`src/rtl/fa4_arith.sv`:
```
// fa4_arith: one-cycle registered ADD/SUB/NEG/PASS unit built on a ripple chain of full-adder cells.
// Optional macro FA4_ZERO_FLAG_EN adds a registered 'zero' output that flags a zero result.
module fa4_arith #(
    parameter int WIDTH = 4
) (
    input  logic             clk,
    input  logic             rst,
    input  logic             in_valid,
    input  logic [1:0]       op,
    input  logic [WIDTH-1:0] a,
    input  logic [WIDTH-1:0] b,
    input  logic             cin,
    output logic [WIDTH-1:0] result,
    output logic             cout,
    output logic             ovf,
    output logic             out_valid
`ifdef FA4_ZERO_FLAG_EN
    ,
    output logic             zero
`endif
);

    typedef enum logic [1:0] {
        OP_ADD  = 2'b00,
        OP_SUB  = 2'b01,
        OP_NEG  = 2'b10,
        OP_PASS = 2'b11
    } op_e;

    localparam int               MSB      = WIDTH - 1;
    localparam logic [WIDTH-1:0] MOST_NEG = WIDTH'(1) << MSB;

    // Operands fed to the shared adder chain
    logic [WIDTH-1:0] w_x;
    logic [WIDTH-1:0] w_y;
    logic             w_c0;
    logic [WIDTH-1:0] w_sum;
    logic             w_carry_out;

    logic [WIDTH-1:0] w_result_next;
    logic             w_cout_next;
    logic             w_ovf_next;

    logic [WIDTH-1:0] r_result;
    logic             r_cout;
    logic             r_ovf;
    logic             r_out_valid;

    // SUB is a + ~b + 1 and NEG is ~a + 0 + 1, so one adder serves every operation
    always_comb begin
        w_x  = a;
        w_y  = b;
        w_c0 = cin;
        unique case (op_e'(op))
            OP_ADD: begin
                w_x  = a;
                w_y  = b;
                w_c0 = cin;
            end
            OP_SUB: begin
                w_x  = a;
                w_y  = ~b;
                w_c0 = 1'b1;
            end
            OP_NEG: begin
                w_x  = ~a;
                w_y  = '0;
                w_c0 = 1'b1;
            end
            OP_PASS: begin
                w_x  = a;
                w_y  = '0;
                w_c0 = 1'b0;
            end
        endcase
    end

    genvar gi;
    generate
        for (gi = 0; gi < WIDTH; gi++) begin : g_fa
            logic w_cin_bit;
            logic w_cout_bit;
            if (gi == 0) begin : g_first
                assign w_cin_bit = w_c0;
            end else begin : g_rest
                assign w_cin_bit = g_fa[gi-1].w_cout_bit;
            end
            assign w_sum[gi]  = w_x[gi] ^ w_y[gi] ^ w_cin_bit;
            assign w_cout_bit = (w_x[gi] & w_y[gi]) | (w_x[gi] & w_cin_bit) | (w_y[gi] & w_cin_bit);
        end
    endgenerate

    assign w_carry_out = g_fa[WIDTH-1].w_cout_bit;

    always_comb begin
        w_result_next = w_sum;
        w_cout_next   = 1'b0;
        w_ovf_next    = 1'b0;
        unique case (op_e'(op))
            OP_ADD: begin
                w_cout_next = w_carry_out;
                w_ovf_next  = (a[MSB] == b[MSB]) && (w_sum[MSB] != a[MSB]);
            end
            OP_SUB: begin
                w_cout_next = w_carry_out;
                w_ovf_next  = (a[MSB] != b[MSB]) && (w_sum[MSB] != a[MSB]);
            end
            OP_NEG: begin
                // ~a + 1 only carries out when a is zero
                w_cout_next = w_carry_out;
                w_ovf_next  = (a == MOST_NEG);
            end
            OP_PASS: begin
                w_result_next = a;
            end
        endcase
    end

    always_ff @(posedge clk) begin
        if (rst) begin
            r_result    <= '0;
            r_cout      <= 1'b0;
            r_ovf       <= 1'b0;
            r_out_valid <= 1'b0;
        end else begin
            r_out_valid <= in_valid;
            if (in_valid) begin
                r_result <= w_result_next;
                r_cout   <= w_cout_next;
                r_ovf    <= w_ovf_next;
            end
        end
    end

    assign result    = r_result;
    assign cout      = r_cout;
    assign ovf       = r_ovf;
    assign out_valid = r_out_valid;

`ifdef FA4_ZERO_FLAG_EN
    logic r_zero;

    always_ff @(posedge clk) begin
        if (rst) begin
            r_zero <= 1'b0;
        end else if (in_valid) begin
            r_zero <= (w_result_next == '0);
        end
    end

    assign zero = r_zero;
`endif

endmodule

```
`config.mk`:
```
export PLATFORM = sky130hd
export DESIGN_NAME = fa4_arith
export DESIGN_NICKNAME = d
export VERILOG_FILES = /design/src/rtl/fa4_arith.sv
export SDC_FILE = /design/constraint.sdc
export NUM_CORES = 1
export LEC_CHECK = 0
export ABC_AREA = 1
export CORE_UTILIZATION = 40
export CTS_BUF_LIST = sky130_fd_sc_hd__clkbuf_8
export DETAILED_ROUTE_END_ITERATION = 6
export PLACE_DENSITY_LB_ADDON = 0.05
export SLEW_MARGIN = 20
export SYNTH_ARGS = -nofsm -noshare
export SYNTH_HDL_FRONTEND = slang
export SYNTH_SLANG_ARGS = --single-unit
```
`constraint.sdc`:
```
create_clock -name clk -period 3.1 [get_ports clk]
set_input_delay 0.31 -clock clk [delete_from_list [all_inputs] [get_ports clk]]
set_output_delay 0.31 -clock clk [all_outputs]
set_load 0.02 [all_outputs]
```
==> key figures, run 1 <==
Run status
  – Outcome: completed

Finish
  – Commonest non-fill, non-tap cell in the layout: nand2_1
  – Layout area overhead: 56.4%
  – Commonest cells after routing, fill and taps aside: nand2_1, clkdlybuf4s50_1, a21oi_1
  – Share of post-route cells with drive strength above 1: 0.227
  – Ant diodes: 0
  – Fin util: 0.688
  – NumNets Final: around 130

Critical path
  – CP max-delay cell: fa_1
  – Worst setup SP type: primary input
  – WP data arrival: 3.01 ns
  – Kind of critical path: in -> reg
  – Cell Chain, Critical Path: dlygate4sd2_1 > inv_2 > ha_4 > inv_2 > nand2_1 > nand2_1 > fa_2 > fa_1 > inv_1 > fa_1 > inv_1 > fa_1 > inv_1 > nand2_1 > nand3_1 > nand3_1 > nand2_1 > nand2_1 > a21oi_2
  – Worst EP required: 3.22 ns
  – CP Capture Type: flop
  – Crit path largest cell delay: 0.58 ns
  – Maximum net fanout on the critical path: 6
  – Most used cell, CP: nand2_1

Route
  – M1 WL: roughly 630 um
  – DR WL met2: 567 um
  – TritonRoute pass-1 iters: 4
  – Wire per inst: approximately 10 um
  – DR DRC count: 0
  – Vias: 582
  – Total Wirelength: 1240 um
  – Top Layer Used: met3
  – Final ANT Viol Nets: 0
  – Via density: between 4 and 5
  – Initial drt markers: 8
  – Met3 Wirelength: around 50 um

Placed design
  – Final HPWL DP: roughly 1000 um
  – Gpl congestion: 0.781
  – I/O Buffers: 20
  – Dpl ws: -0.419 ns

Power and ir drop
  – Cell Pwr Density: 393 nW/um^2
  – Leakage: 0.418 nW
  – Worst VDD drop: 0.373 mV
  – Final Total Pwr: between 0.0003 and 0.0004 W

Timing
  – Unrepaired setup endpoints after global routing: false
  – Worst slew pin tran: 0.238 ns
  – Final setup vio count: 0
  – Worst clock skew: 0 ns
  – Min cycle time layout: 2.89 ns
  – Setup slack after layout: roughly 0.21 ns
  – Final Hold Viols: 0
  – Slew headroom: 0.840
  – Final worst path period share: 0.932
  – Setup_tns: 0 ns
  – F_max: about 0.35 GHz
  – Final Max Tran Viols: 0

Clocking
  – CTS tree: yes
  – Post CTS Setup Buffer Count: 0
  – # H-tree levels: 1
  – CTS Buf Count: 3
  – Clock transition at the registers of the reported paths: 0.04 ns
  – CTS sink count: 7
  – Worst-Skew Late Latency: 0.23 ns
  – Maximum clock insertion buffer count: 2
  – CTS root buf: clkbuf_8
  – Cts hold-fix bufs: 0

Floorplanning
  – Site row count: 13
  – Die Wd: 40.1 um
  – Num ports: 21
  – Core region area: 1320 sq um
  – Starting Density: 0.440
  – Die H: 40.1 um
  – Die area: between 1500 and 2000 sq um

Synth
  – Synth warnings: 0
  – Distinct cell type count after synthesis: 17
  – Syn Area/Cell: 7.15 sq um
  – Post-synthesis sequential area ratio: 0.242
  – Synth Cell Area: 579 sq um
  – Register bit total from synthesis: 7
  – Synthesized Nets: about 100
  – Ranking of synthesized cells by area: dfxtp_1, nand2_1, fa_1
  – Cells after synthesis: 81
  – Yosys top cell area share: 0.242
  – Yosys top cell by area: dfxtp_1

Global routing
  – Gr usage total: 0.180
  – Total grt overflow: 0
  – First-pass GRT wire length: 1950 um
  – Vias in the first global route: 490
  – Initial antenna violation count: 0
  – Largest net degree at the start of global routing: 10

Hold path
  – HP Class: reg -> reg

Run
  – Max-cap violations: 0
## kinds of logic (layout without fill, tap and decap cells)
family	after synthesis	in the layout	synth area share
flip-flops	7	7	0.242
buffers and inverters	13	42	0.0907
AND/OR/NAND/NOR	31	31	0.220
adder cells (fa/ha/maj)	8	8	0.225
XOR/XNOR	4	4	0.0605
AO/OA/AOI/OAI	18	18	0.162
## timing repair
item / in CTS / in global routing
gates resized for setup: 6 / 4
endpoints found under the setup margin: 1 / 1
pin swaps: 0 / 2
## final timing paths
path                          start                endpoint  slack [ns]  depth (start not counted)
max                           op[1]        ovf$_SDFFE_PP0P_        0.21                         19
min               cout$_SDFFE_PP0P_       cout$_SDFFE_PP0P_        0.46                          2
min reg2reg       cout$_SDFFE_PP0P_       cout$_SDFFE_PP0P_        0.46                          2
max reg2reg  result[1]$_SDFFE_PP0P_  result[1]$_SDFFE_PP0P_        2.47                          2
## layer usage
layer | track usage | vias up
li1 | - | 313
met1 | 0.246 | 258
met2 | 0.274 | 11
met3 | 0.0833 | 0
met4 | 0 | 0
met5 | 0 | -
## flip-flops by register name (all words and copies together) (netlist names)
name and flops:
result 4, ovf 1, out_valid 1, cout 1
## Yosys cell counts
| cell type | instances |
|---|---|
| xnor2_1 | 1 |
| dfxtp_1 | 7 |
| buf_4 | 1 |
| nand3_1 | 2 |
| o21ai_1 | 3 |
| nor2_1 | 5 |
| xor2_1 | 3 |
| a21oi_2 | 1 |
| inv_1 | 7 |
| o21ai_0 | 4 |
| nand2_2 | 1 |
| a21oi_1 | 10 |
| ha_1 | 4 |
| fa_1 | 4 |
| nand3_2 | 1 |
| nand2_1 | 22 |
| inv_2 | 5 |
## power breakdown
part           internal (W)  total [W]  leakage, nW  switching, W
Combinational     0.0000618   0.000125        0.335     0.0000629
Sequential        0.0000980   0.000101       0.0578    0.00000325
Clock             0.0000873   0.000130       0.0255     0.0000427
Total              0.000247   0.000356        0.418      0.000109
## layout make-up
cell class | instances | area (sq um)
clock buffer | 3 | 41.3
clock inverter | 1 | 5.00
fill | 114 | 412
inverter | 12 | 45.0
multi-input combinational | 61 | 409
sequential | 7 | 140
tap | 15 | 18.8
timing repair buffer | 26 | 246
## critical path, delay by kind of cell
family | cells | cell delay (ns)
AOI/OAI and AO/OA | 1 | 0.05
adders and majority gates | 5 | 1.61
buffers and inverters | 6 | 0.58
and+or+nand+nor | 7 | 0.46
## metrics by stage
stage | instance area, sq um | cells | hold WS [ns]
after floorplan | 579 | 81 | 0.372
after global placement | 836 | 121 | 0.454
after detailed placement | 836 | 121 | 0.458
after CTS | 898 | 125 | 0.464
after global routing | 906 | 125 | 0.497
final | 906 | 125 | 0.465
Power figures use the tool's default switching activity.
==> run 2, diff against run 1 <==
--- a/config.mk
+++ b/config.mk
@@ -6,9 +6,11 @@
 export NUM_CORES = 1
 export LEC_CHECK = 0
 export ABC_AREA = 1
-export CORE_UTILIZATION = 40
+export CORE_AREA = 2 2 39 41
 export CTS_BUF_LIST = sky130_fd_sc_hd__clkbuf_8
 export DETAILED_ROUTE_END_ITERATION = 6
+export DIE_AREA = 0 0 41 43
+export GPL_ROUTABILITY_DRIVEN = 0
 export PLACE_DENSITY_LB_ADDON = 0.05
 export SLEW_MARGIN = 20
 export SYNTH_ARGS = -nofsm -noshare
==> key figures, run 2 (synthesis gave the netlist of run 1 again) <==
Route
  – DR DRC count: 0
  – Wire per inst: between 9 and 10 um
  – Total Wirelength: between 1000 and 1500 um
  – Final ANT Viol Nets: 0
  – Initial drt markers: 6
  – Vias: around 600
  – Via density: ~4.7
  – TritonRoute pass-1 iters: 3

Clocking
  – CTS root buf: clkbuf_8
  – Clock transition at the registers of the reported paths: about 0.040 ns
  – CTS Buf Count: 3
  – CTS sink count: 7
  – Cts hold-fix bufs: 0
  – CTS tree: yes
  – Worst-Skew Late Latency: 0.23 ns
  – # H-tree levels: 1
  – Maximum clock insertion buffer count: 2

Critical path
  – Worst setup SP type: primary input
  – Kind of critical path: in -> reg
  – CP Capture Type: flop
  – WP data arrival: around 3.0 ns
  – Worst EP required: 3.21 ns
  – Maximum net fanout on the critical path: 3

Timing
  – Final Max Tran Viols: 0
  – Final worst path period share: 0.923
  – Unrepaired setup endpoints after global routing: false
  – F_max: 0.350 GHz
  – Min cycle time layout: 2.86 ns
  – Setup slack after layout: 0.240 ns
  – Setup_tns: 0 ns
  – Slew headroom: 0.841
  – Final Hold Viols: 0
  – Worst clock skew: 0 ns
  – Final setup vio count: 0
  – Worst slew pin tran: about 0.24 ns

Global routing
  – Largest net degree at the start of global routing: 10
  – Gr usage total: 0.175
  – Vias in the first global route: 552
  – Total grt overflow: 0
  – Initial antenna violation count: 0
  – First-pass GRT wire length: 2050 um

Finish
  – FF/Latch Area: 140 sq um
  – Design area: around 910 sq um
  – Ant diodes: 0
  – NumNets Final: 134
  – Max reg flops: 4
  – Share of post-route cells with drive strength above 1: 0.234
  – Commonest cells after routing, fill and taps aside: nand2_1, clkdlybuf4s50_1, a21oi_1
  – Layout area overhead: 57.7%
  – Area of the multi-input gates: 413 sq um
  – Fillers: ~140
  – Commonest non-fill, non-tap cell in the layout: nand2_1

Power and ir drop
  – Cell Pwr Density: 391 nW/um^2
  – Leakage: around 0.42 nW
  – Final Total Pwr: 0.000358 W
  – Worst VDD drop: roughly 0.16 mV

Run status
  – Outcome: completed

Floorplanning
  – Die Wd: 41 um
  – Core region area: 1380 sq um
  – Num ports: 21
  – Starting Density: 0.419
  – Die area: about 1800 sq um
  – Site row count: 14
  – Die H: 43 um

Hold path
  – HP Class: reg -> reg

Placed design
  – I/O Buffers: 20
  – Placed cell areas: 845 sq um
  – Dpl ws: -0.429 ns
  – Final HPWL DP: 1010 um

Run
  – Max-cap violations: 0
[run 2: critical path: stages]
cell           delay [ns]
dlygate4sd2_1        0.25
buf_4                0.14
ha_1                 0.21
nand2_2              0.08
o21ai_2              0.07
fa_2                 0.35
fa_1                 0.36
inv_1                0.07
fa_1                 0.15
inv_1                0.05
fa_1                 0.52
inv_1                0.05
nand2_1              0.05
nand3_1              0.08
nand3_1              0.09
nand2_1              0.05
nand2_1              0.06
a21oi_2              0.05
[run 2: layout make-up]
class | instances | share of cell area
clock inverters | 1 | 0.00411
clock buffers | 3 | 0.0452
multi-input cells | 61 | 0.452
inverters | 12 | 0.0493
well taps | 16 | 0.0219
flip-flops and latches | 7 | 0.153
repair buffers | 27 | 0.274
[run 2: path summary, 6_finish.rpt]
path | from | to | slack (ns) | cells past startpoint
max reg2reg | result[1]$_SDFFE_PP0P_ | result[1]$_SDFFE_PP0P_ | 2.45 | 2
min | result[2]$_SDFFE_PP0P_ | result[2]$_SDFFE_PP0P_ | 0.46 | 2
max | op[0] | ovf$_SDFFE_PP0P_ | 0.24 | 18
min reg2reg | result[2]$_SDFFE_PP0P_ | result[2]$_SDFFE_PP0P_ | 0.46 | 2
[run 2: per-layer routing]
metal / global-route usage / routed length [um] / up-vias
li1: - / - / 314
met1: 0.169 / 500 / 263
met2: 0.297 / 634 / 17
met3: 0.0157 / 47 / 5
met4: 0.160 / 48 / 0
met5: 0 / 0 / -
[run 2: power breakdown]
| part | switching (W) | internal (W) | leakage [nW] |
|---|---|---|---|
| Sequential | 0.00000313 | 0.0000982 | 0.0578 |
| Clock | 0.0000404 | 0.0000856 | 0.0269 |
| Combinational | 0.0000643 | 0.0000659 | 0.335 |
| Total | 0.000108 | 0.000250 | 0.420 |
[run 2: repair_timing]
action,4_1_cts,5_1_grt
pin swaps,3,1
resized for setup,11,0
buffers inserted,0,0
setup endpoints to repair,2,1
[run 2: metrics by stage]
stage	std cells	hold slack, ns	util
2_1_floorplan	81	0.372	-
3_3_place_gp	123	0.453	0.610
3_5_place_dp	123	0.455	0.610
4_1_cts	127	0.462	0.660
5_1_grt	127	0.477	0.660
6_report	127	0.458	0.660
